### config.mk
export PLATFORM = sky130hd
export DESIGN_NAME = lfsr_param
export DESIGN_NICKNAME = d
export VERILOG_FILES = /design/src/rtl/lfsr_pkg.sv /design/src/rtl/lfsr_cell.sv /design/src/rtl/lfsr_param.sv
export SDC_FILE = /design/constraint.sdc
export NUM_CORES = 1
export LEC_CHECK = 0
export BUFFER_PORTS_ARGS = -buffer_cell sky130_fd_sc_hd__buf_2
export CAP_MARGIN = 0
export CORE_MARGIN = 5
export CORE_UTILIZATION = 50
export DETAILED_ROUTE_END_ITERATION = 16
export PLACE_DENSITY = 0.73
export SYNTH_ARGS = -nofsm -noshare
export SYNTH_HDL_FRONTEND = slang
export SYNTH_HIERARCHICAL = 1
export SYNTH_SLANG_ARGS = --single-unit
### constraint.sdc
create_clock -name clk -period 2.72 [get_ports clk]
set_input_delay 0.136 -clock clk [delete_from_list [all_inputs] [get_ports clk]]
set_output_delay 0.136 -clock clk [all_outputs]
set_load 0.05 [all_outputs]
### src/rtl/lfsr_pkg.sv
// Shared constants and helpers for the parametrised LFSR: mode codes,
// bit reversal for Fibonacci tap masks and default primitive polynomials.
package lfsr_pkg;

  localparam int MODE_GALOIS    = 0;
  localparam int MODE_FIBONACCI = 1;

  localparam logic [31:0] TAPS_W6  = 32'h0000_0021;
  localparam logic [31:0] TAPS_W8  = 32'h0000_001D;
  localparam logic [31:0] TAPS_W16 = 32'h0000_002D;

  typedef enum logic [1:0] {
    ACT_HOLD    = 2'd0,
    ACT_LOAD    = 2'd1,
    ACT_RECOVER = 2'd2,
    ACT_STEP    = 2'd3
  } lfsr_act_e;

  // Reverse the low w bits of v; bits at and above w are returned as zero.
  function automatic logic [31:0] bitrev(input logic [31:0] v, input int unsigned w);
    logic [31:0] r;
    r = 32'h0000_0000;
    for (int unsigned i = 0; i < 32; i++) begin
      if (i < w) begin
        r[i] = v[w - 1 - i];
      end else begin
        r[i] = 1'b0;
      end
    end
    return r;
  endfunction

  function automatic logic [31:0] default_taps(input int unsigned w);
    case (w)
      6:       return TAPS_W6;
      8:       return TAPS_W8;
      16:      return TAPS_W16;
      default: return TAPS_W6;
    endcase
  endfunction

endpackage

### src/rtl/lfsr_cell.sv
// One state bit of the LFSR: a D flop whose asynchronous reset either
// presets or clears it, chosen at elaboration from the seed bit.
module lfsr_cell #(
  parameter logic RST_VAL = 1'b0
) (
  input  logic clk_i,
  input  logic rst_ni,
  input  logic d_i,
  output logic q_o
);

  // State bit with reset value taken from the seed.
  always_ff @(posedge clk_i or negedge rst_ni) begin
    if (!rst_ni) begin
      q_o <= RST_VAL;
    end else begin
      q_o <= d_i;
    end
  end

endmodule

### src/rtl/lfsr_param.sv
// WIDTH-bit Galois/Fibonacci LFSR with seed load, step enable, zero-state
// recovery and measurement of the number of steps per period.
module lfsr_param
  import lfsr_pkg::*;
#(
  parameter int               WIDTH = 6,
  parameter logic [WIDTH-1:0] TAPS  = WIDTH'(TAPS_W6),
  parameter logic [WIDTH-1:0] SEED  = {WIDTH{1'b1}},
  parameter int               MODE  = MODE_GALOIS
) (
  input  logic             clk,
  input  logic             rst,
  input  logic             en,
  input  logic             load,
  input  logic [WIDTH-1:0] seed_in,
  output logic [WIDTH-1:0] q,
  output logic             serial_out,
  output logic             period_done,
  output logic [WIDTH-1:0] period_len,
  output logic             seed_err
);

  localparam logic [WIDTH-1:0] TAPS_REV = WIDTH'(bitrev(32'(TAPS), WIDTH));
  // The x^0 coefficient is realised by the feedback wire into bit 0 itself.
  localparam logic [WIDTH-1:0] TAPS_GAL = TAPS & ~WIDTH'(1'b1);
  localparam logic [WIDTH-1:0] ONE      = WIDTH'(1'b1);

  logic [WIDTH-1:0] cell_q;
  logic [WIDTH-1:0] state_q, state_d;
  logic [WIDTH-1:0] start_q, start_d;
  logic [WIDTH-1:0] cnt_q, cnt_d;
  logic [WIDTH-1:0] period_len_q, period_len_d;
  logic             period_done_q, period_done_d;
  logic             seed_err_q, seed_err_d;
  logic [WIDTH-1:0] gal_s, fib_s, step_s;
  lfsr_act_e        act_s;

  for (genvar i = 0; i < WIDTH; i++) begin : g_cell
    lfsr_cell #(.RST_VAL(SEED[i])) u_cell (
      .clk_i  (clk),
      .rst_ni (rst),
      .d_i    (state_d[i]),
      .q_o    (cell_q[i])
    );
  end

  assign state_q = cell_q;

  assign gal_s  = {state_q[WIDTH-2:0], state_q[WIDTH-1]} ^ (TAPS_GAL & {WIDTH{state_q[WIDTH-1]}});
  assign fib_s  = {state_q[WIDTH-2:0], ^(state_q & TAPS_REV)};
  assign step_s = (MODE == MODE_FIBONACCI) ? fib_s : gal_s;

  // Per-edge action select: load beats zero recovery beats step.
  always_comb begin
    act_s = ACT_HOLD;
    if (load) begin
      act_s = ACT_LOAD;
    end else if (en && (state_q == '0)) begin
      act_s = ACT_RECOVER;
    end else if (en) begin
      act_s = ACT_STEP;
    end else begin
      act_s = ACT_HOLD;
    end
  end

  // Next state, start marker, step counter and status pulses.
  always_comb begin
    state_d       = state_q;
    start_d       = start_q;
    cnt_d         = cnt_q;
    period_len_d  = period_len_q;
    period_done_d = 1'b0;
    seed_err_d    = 1'b0;
    case (act_s)
      ACT_LOAD: begin
        cnt_d = '0;
        if (seed_in != '0) begin
          state_d = seed_in;
          start_d = seed_in;
        end else begin
          state_d    = SEED;
          start_d    = SEED;
          seed_err_d = 1'b1;
        end
      end
      ACT_RECOVER: begin
        state_d    = SEED;
        start_d    = SEED;
        cnt_d      = '0;
        seed_err_d = 1'b1;
      end
      ACT_STEP: begin
        state_d = step_s;
        if (step_s == start_q) begin
          period_done_d = 1'b1;
          period_len_d  = cnt_q + ONE;
          cnt_d         = '0;
        end else begin
          cnt_d = cnt_q + ONE;
        end
      end
      ACT_HOLD: begin
        state_d = state_q;
      end
      default: begin
        state_d = state_q;
      end
    endcase
  end

  // Bookkeeping and status registers.
  always_ff @(posedge clk or negedge rst) begin
    if (!rst) begin
      start_q       <= SEED;
      cnt_q         <= '0;
      period_len_q  <= '0;
      period_done_q <= 1'b0;
      seed_err_q    <= 1'b0;
    end else begin
      start_q       <= start_d;
      cnt_q         <= cnt_d;
      period_len_q  <= period_len_d;
      period_done_q <= period_done_d;
      seed_err_q    <= seed_err_d;
    end
  end

  assign q           = state_q;
  assign serial_out  = state_q[WIDTH-1];
  assign period_done = period_done_q;
  assign period_len  = period_len_q;
  assign seed_err    = seed_err_q;

endmodule

After elaboration in Yosys (flattened, before gate mapping)
Index checks and enable logic that the tools add are counted.
- $add $sub $neg: 1
- eq/ne operators: 4
- muxes and demuxes: 12
- bitwise operators: 1
- reduce and logical (&&, ||, !) cells: 8
- operators with widths (cell ; count):
    $pmux 6 s2 ; 2
    $pmux 6 s3 ; 1
    $mux 6 ; 2
    $add 6x1->6 const B ; 1
    $eq 6x6->1 ; 1
    $logic_not 6->1 ; 1
    $mux 2 ; 3
    $reduce_bool 6->1 ; 1
    $xor 6x6->6 ; 1
    $eq 2x2->1 const B ; 2
    $reduce_bool 2->1 ; 2
    $mux 1 ; 3
    $eq 2x1->1 const B ; 1
    $logic_not 2->1 ; 1
    $pmux 1 s2 ; 1
    $reduce_and 2->1 ; 1
    $reduce_or 2->1 ; 1
    $logic_and 1x1->1 ; 1
- flip-flop bits (word level): 26
- bits of input ports: 10
- word-level logic and storage cells: 37

Depth between registers and ports, before layout
- word-level depth: 7
- mapped depth: 10
- mapped depth without buffers: 9

Modules after synthesis
The synthesis kept the hierarchy.
- modules (own cells, without submodules) (module ; instances ; cells an instance ; area each (um2) ; sequential area each (um2)):
    lfsr_param ; 1 ; 117 ; 1213.7 ; 508.0
    lfsr_cell ; 6 ; 1 ; 26.3 ; 26.3

Worst setup path after synthesis
OpenSTA, ideal clock, no wires.
- kind: flip-flop to flip-flop
- start: reg g_cell[5].u_cell.q_o
- end: reg cnt_q[0]
- setup time: 0.066 ns
- data arrival time: 2.162 ns
- required time: 2.654 ns
- setup slack: 0.492 ns
- stages on the path, launching flop included: 11
- period minus slack after synthesis: 2.228 ns
- cells stage by stage: dfstp_2 > inv_1 > ha_1 > nand2_1 > a21oi_1 > inv_1 > ha_1 > clkbuf_1 > nor2b_1 > nor2b_1 > a22o_1
- longest elaborated chain between the ends: 7
- RTL lines (item ; RTL line ; source):
    start: declaration ; lfsr_cell.sv:9 ; output logic q_o
    start signal: assignment ; lfsr_cell.sv:17 ; q_o <= d_i;
    $logic_not 6->1 ; lfsr_param.sv:58 ; end else if (en && (state_q == '0)) begin
    $logic_and 1x1->1 ; lfsr_param.sv:58 ;
    $mux 2 ; lfsr_param.sv:58 ;
    $mux 2 ; lfsr_param.sv:56 ; if (load) begin
    $eq 2x2->1 / $eq 2x1->1 (equally long branches) ; lfsr_param.sv:75 ; case (act_s)
    $reduce_or 2->1 (no source line) ; n/a ;
    $pmux 6 s2 / $reduce_bool 2->1 (equally long branches) ; n/a ;
    end signal: assignment ; lfsr_param.sv:122 ; cnt_q <= cnt_d;
    end: declaration ; lfsr_param.sv:31 ; logic [WIDTH-1:0] cnt_q, cnt_d;
Several ways; a longest one is shown, not always the timed one.
A chain may end at the register's enable or synchronous reset.

Worst setup path in the final report
Same ends and word-level chain as after synthesis.

==> impl_results.md <==
* Root buf cell: clkbuf_4
* Asr flop ratio synth at 100%
* Netlist cell types at 26
* Final min period at roughly 2.2 ns
* Vias at 980
* Commonest cells in the synthesized netlist: nor2_1 (22), dfrtp_1 (14), dfstp_2 (12)
* Crit Path Max Fanout at 8
* Clk_lat worst skew at between 0.3 and 0.4 ns
* Ys flop type: dfrtp_1
* Placement Rows at 19
* Setup TNS at 0 ns
* Synthesis warning total at 6
* Maximum clock rate at ~460 MHz
* Chip height at 62.4 um
* Initial antenna violation count at 0
* Synthesized net count at 139
* TritonCTS clock tree: done
* Total of max-cap violations at 0
* Hold Fails Final Rpt at 0
* Multi-input gate area at 661 sq um
* Post-DRT Antenna Nets at 0
* Fill count at around 230
* H-tree levels at 1
* Met1 GRT Util at between 10% and 20%
* Die area at between 3000 and 4000 sq um
* Worst slew pin tran at 0.787 ns
* DP Wirelength at 2020 um
* Number of CTS-inserted buffers at 3
* Die X at 62.4 um
* Post-synthesis average cell area at 11.1 sq um
* Critical path type: flop to flop
* Synth area leaders: dfrtp_1 (26%), dfstp_2 (23%), nor2_1 (6.0%)
* CP Launch Type: flop
* Register area share after synthesis at about half
* Yosys reg bits at 26
* IR drop worst, VDD at 422 uV
* Wire per inst at roughly 15 um
* Type of element capturing the critical path: flop
* Status: complete, no violations
* Port bufs at 24
* CTS-repair resized insts at 0
* All-Layer GR Usage at ~15%
* RSZ-0062 raised after global routing: false
* Top cell type's share of synthesized area at about a quarter
* Global Route met2 Usage at 25.1%
* Core ar. at about 2700 sq um
* Placer Congestion at around 0.77
* Standby leakage power at 0.754 nW
* Clock Skew at ~0.0088 ns
* Nets at 164
* PwrDens at around 600 nW/um^2
* Worst hold-check path type: input port to flop
* # DRC at 0
* Final Power at 0.951 mW
* Busiest layer in global routing: met2
* Final wirelength at about 2600 um
* Area leader, netlist: dfrtp_1
* Area Overhead vs Synth at 14.5%
* CP arrival at approximately 2.4 ns
* Clock Path Buffers at 2
* Hold_ws at around 0.054 ns
* Most common cell in the netlist: nor2_1
* Vias in the first global route at between 1000 and 1500
* DRT Pass-1 Iters at 4
* Largest net degree at the start of global routing at 27
* Post-Synthesis Cells at 123
* Final Max Tran Viols at 0
* Number of synthesized flops with an enable pin at 0
* Final Setup Violations at 0
* I/O Pins at 25
* Post-CTS Setup Inserts at 0
* Clock transition at path regs at 0.14 ns
* Max_slew headroom at 47.3%
* Starting density of the core at 51.0%
* Drt initial violations at 39
* Reg area at 666 sq um
* # clock sinks at 26
* Mapped cell area at between 1000 and 1500 sq um
* Met3 Usage GRT at roughly 3.4%
* Grt ovf at 0
* Layout cells sized above 1 at about a third
* First-pass GRT wire length at 4660 um
* Drt via density at 5.51
* Antenna cell count at 0
* Period utilisation layout at between 70% and 80%
* WP data required at 2.98 ns
==> state kept, by name (all words and copies together) (netlist names) <==
name / count
period_done: 1
seed_err: 1
start_q: 6
g_cell.u_cell/q_o: 6
cnt_q: 6
period_len: 6
==> critical path: stages (launching register included) <==
cell	delay, ns
dfstp_2	0.61
inv_1	0.05
ha_1	0.17
nand2_1	0.05
a21oi_1	0.08
inv_1	0.11
ha_1	0.35
nor2b_1	0.39
nor2b_1	0.18
a22o_1	0.13
==> power by group <==
part	internal [mW]	total (mW)	switching, mW
clock	0.149	0.261	0.112
sequential	0.436	0.469	0.0324
combinational	0.0692	0.221	0.152
total	0.654	0.951	0.296
==> through the flow <==
step           cells  utilization (%)  cell area, sq um  setup slack, ns
5_1_grt          178             58.5              1570            0.374
2_1_floorplan    123                -              1370            0.492
3_5_place_dp     173             56.1              1510            0.588
4_1_cts          178             58.5              1570            0.569
3_3_place_gp     173             56.1              1510            0.648
6_report         178             58.5              1570            0.561
==> final timing paths <==
check,startpoint,endpoint,slack [ns],cells past startpoint
setup reg to reg,g_cell[5].u_cell/q_o,cnt_q[0],0.56,9
setup / recovery,g_cell[5].u_cell/q_o,cnt_q[0],0.56,9
hold reg to reg,period_len[3],period_len[3],0.52,1
min in group asynchronous,rst,period_len[2],0.32,2
max in group asynchronous,rst,start_q[5],2.02,2
hold / removal,seed_in[1],g_cell[1].u_cell/q_o,0.05,3
==> timing repair <==
item                                    4_1_cts  5_1_grt
endpoints found under the setup margin        0        0
hold buffers                                  1        0
hold endpoints to repair                     14        0
==> cell type report <==
cell class / instances / share of cell area, %
Sequential cell: 26 / 42.4
Multi-Input combinational cell: 86 / 42.1
Timing Repair Buffer: 25 / 8.29
Tap cell: 31 / 2.47
Clock inverter: 1 / 1.91
Clock buffer: 3 / 1.43
Inverter: 6 / 1.43
==> cell usage in the layout (no fill, tap or decap) <==
cell,count
buf_2,24
a21oi_1,8
mux2i_1,1
clkbuf_4,3
dfstp_2,12
nor4_1,1
a221oi_1,6
a32o_1,5
nor3_2,1
dfrtp_1,14
nand3_1,3
xor2_1,7
and3_1,1
o31ai_4,1
or2_2,1
dlygate4sd3_1,1
bufinv_16,1
or4_4,1
mux2_4,5
a22o_1,1
nand3_4,1
ha_1,6
nand2_1,2
nor2b_1,9
inv_1,6
nor4_4,1
xnor2_1,3
nor2_1,22
==> cell families (layout without fill, tap and decap cells) <==
logic type	after synthesis	count (layout)	share of synthesized area, %
simple gates	43	43	17.5
flops	26	26	48.5
compound gates	21	21	12.6
buf+inv	11	35	3.28
xor+xnor	10	10	6.39
fa+ha+maj	6	6	5.47
mux	6	6	6.20
==> layer usage <==
metal  share of wire (%)  routed length (um)  vias up
met3                 5.3                 139        5
met1                  44                1140      476
met5                   0                   0        -
met4                 1.3                  35        0
li1                    -                   -      476
met2                  50                1300       23
(Power assumes the default switching activity.)
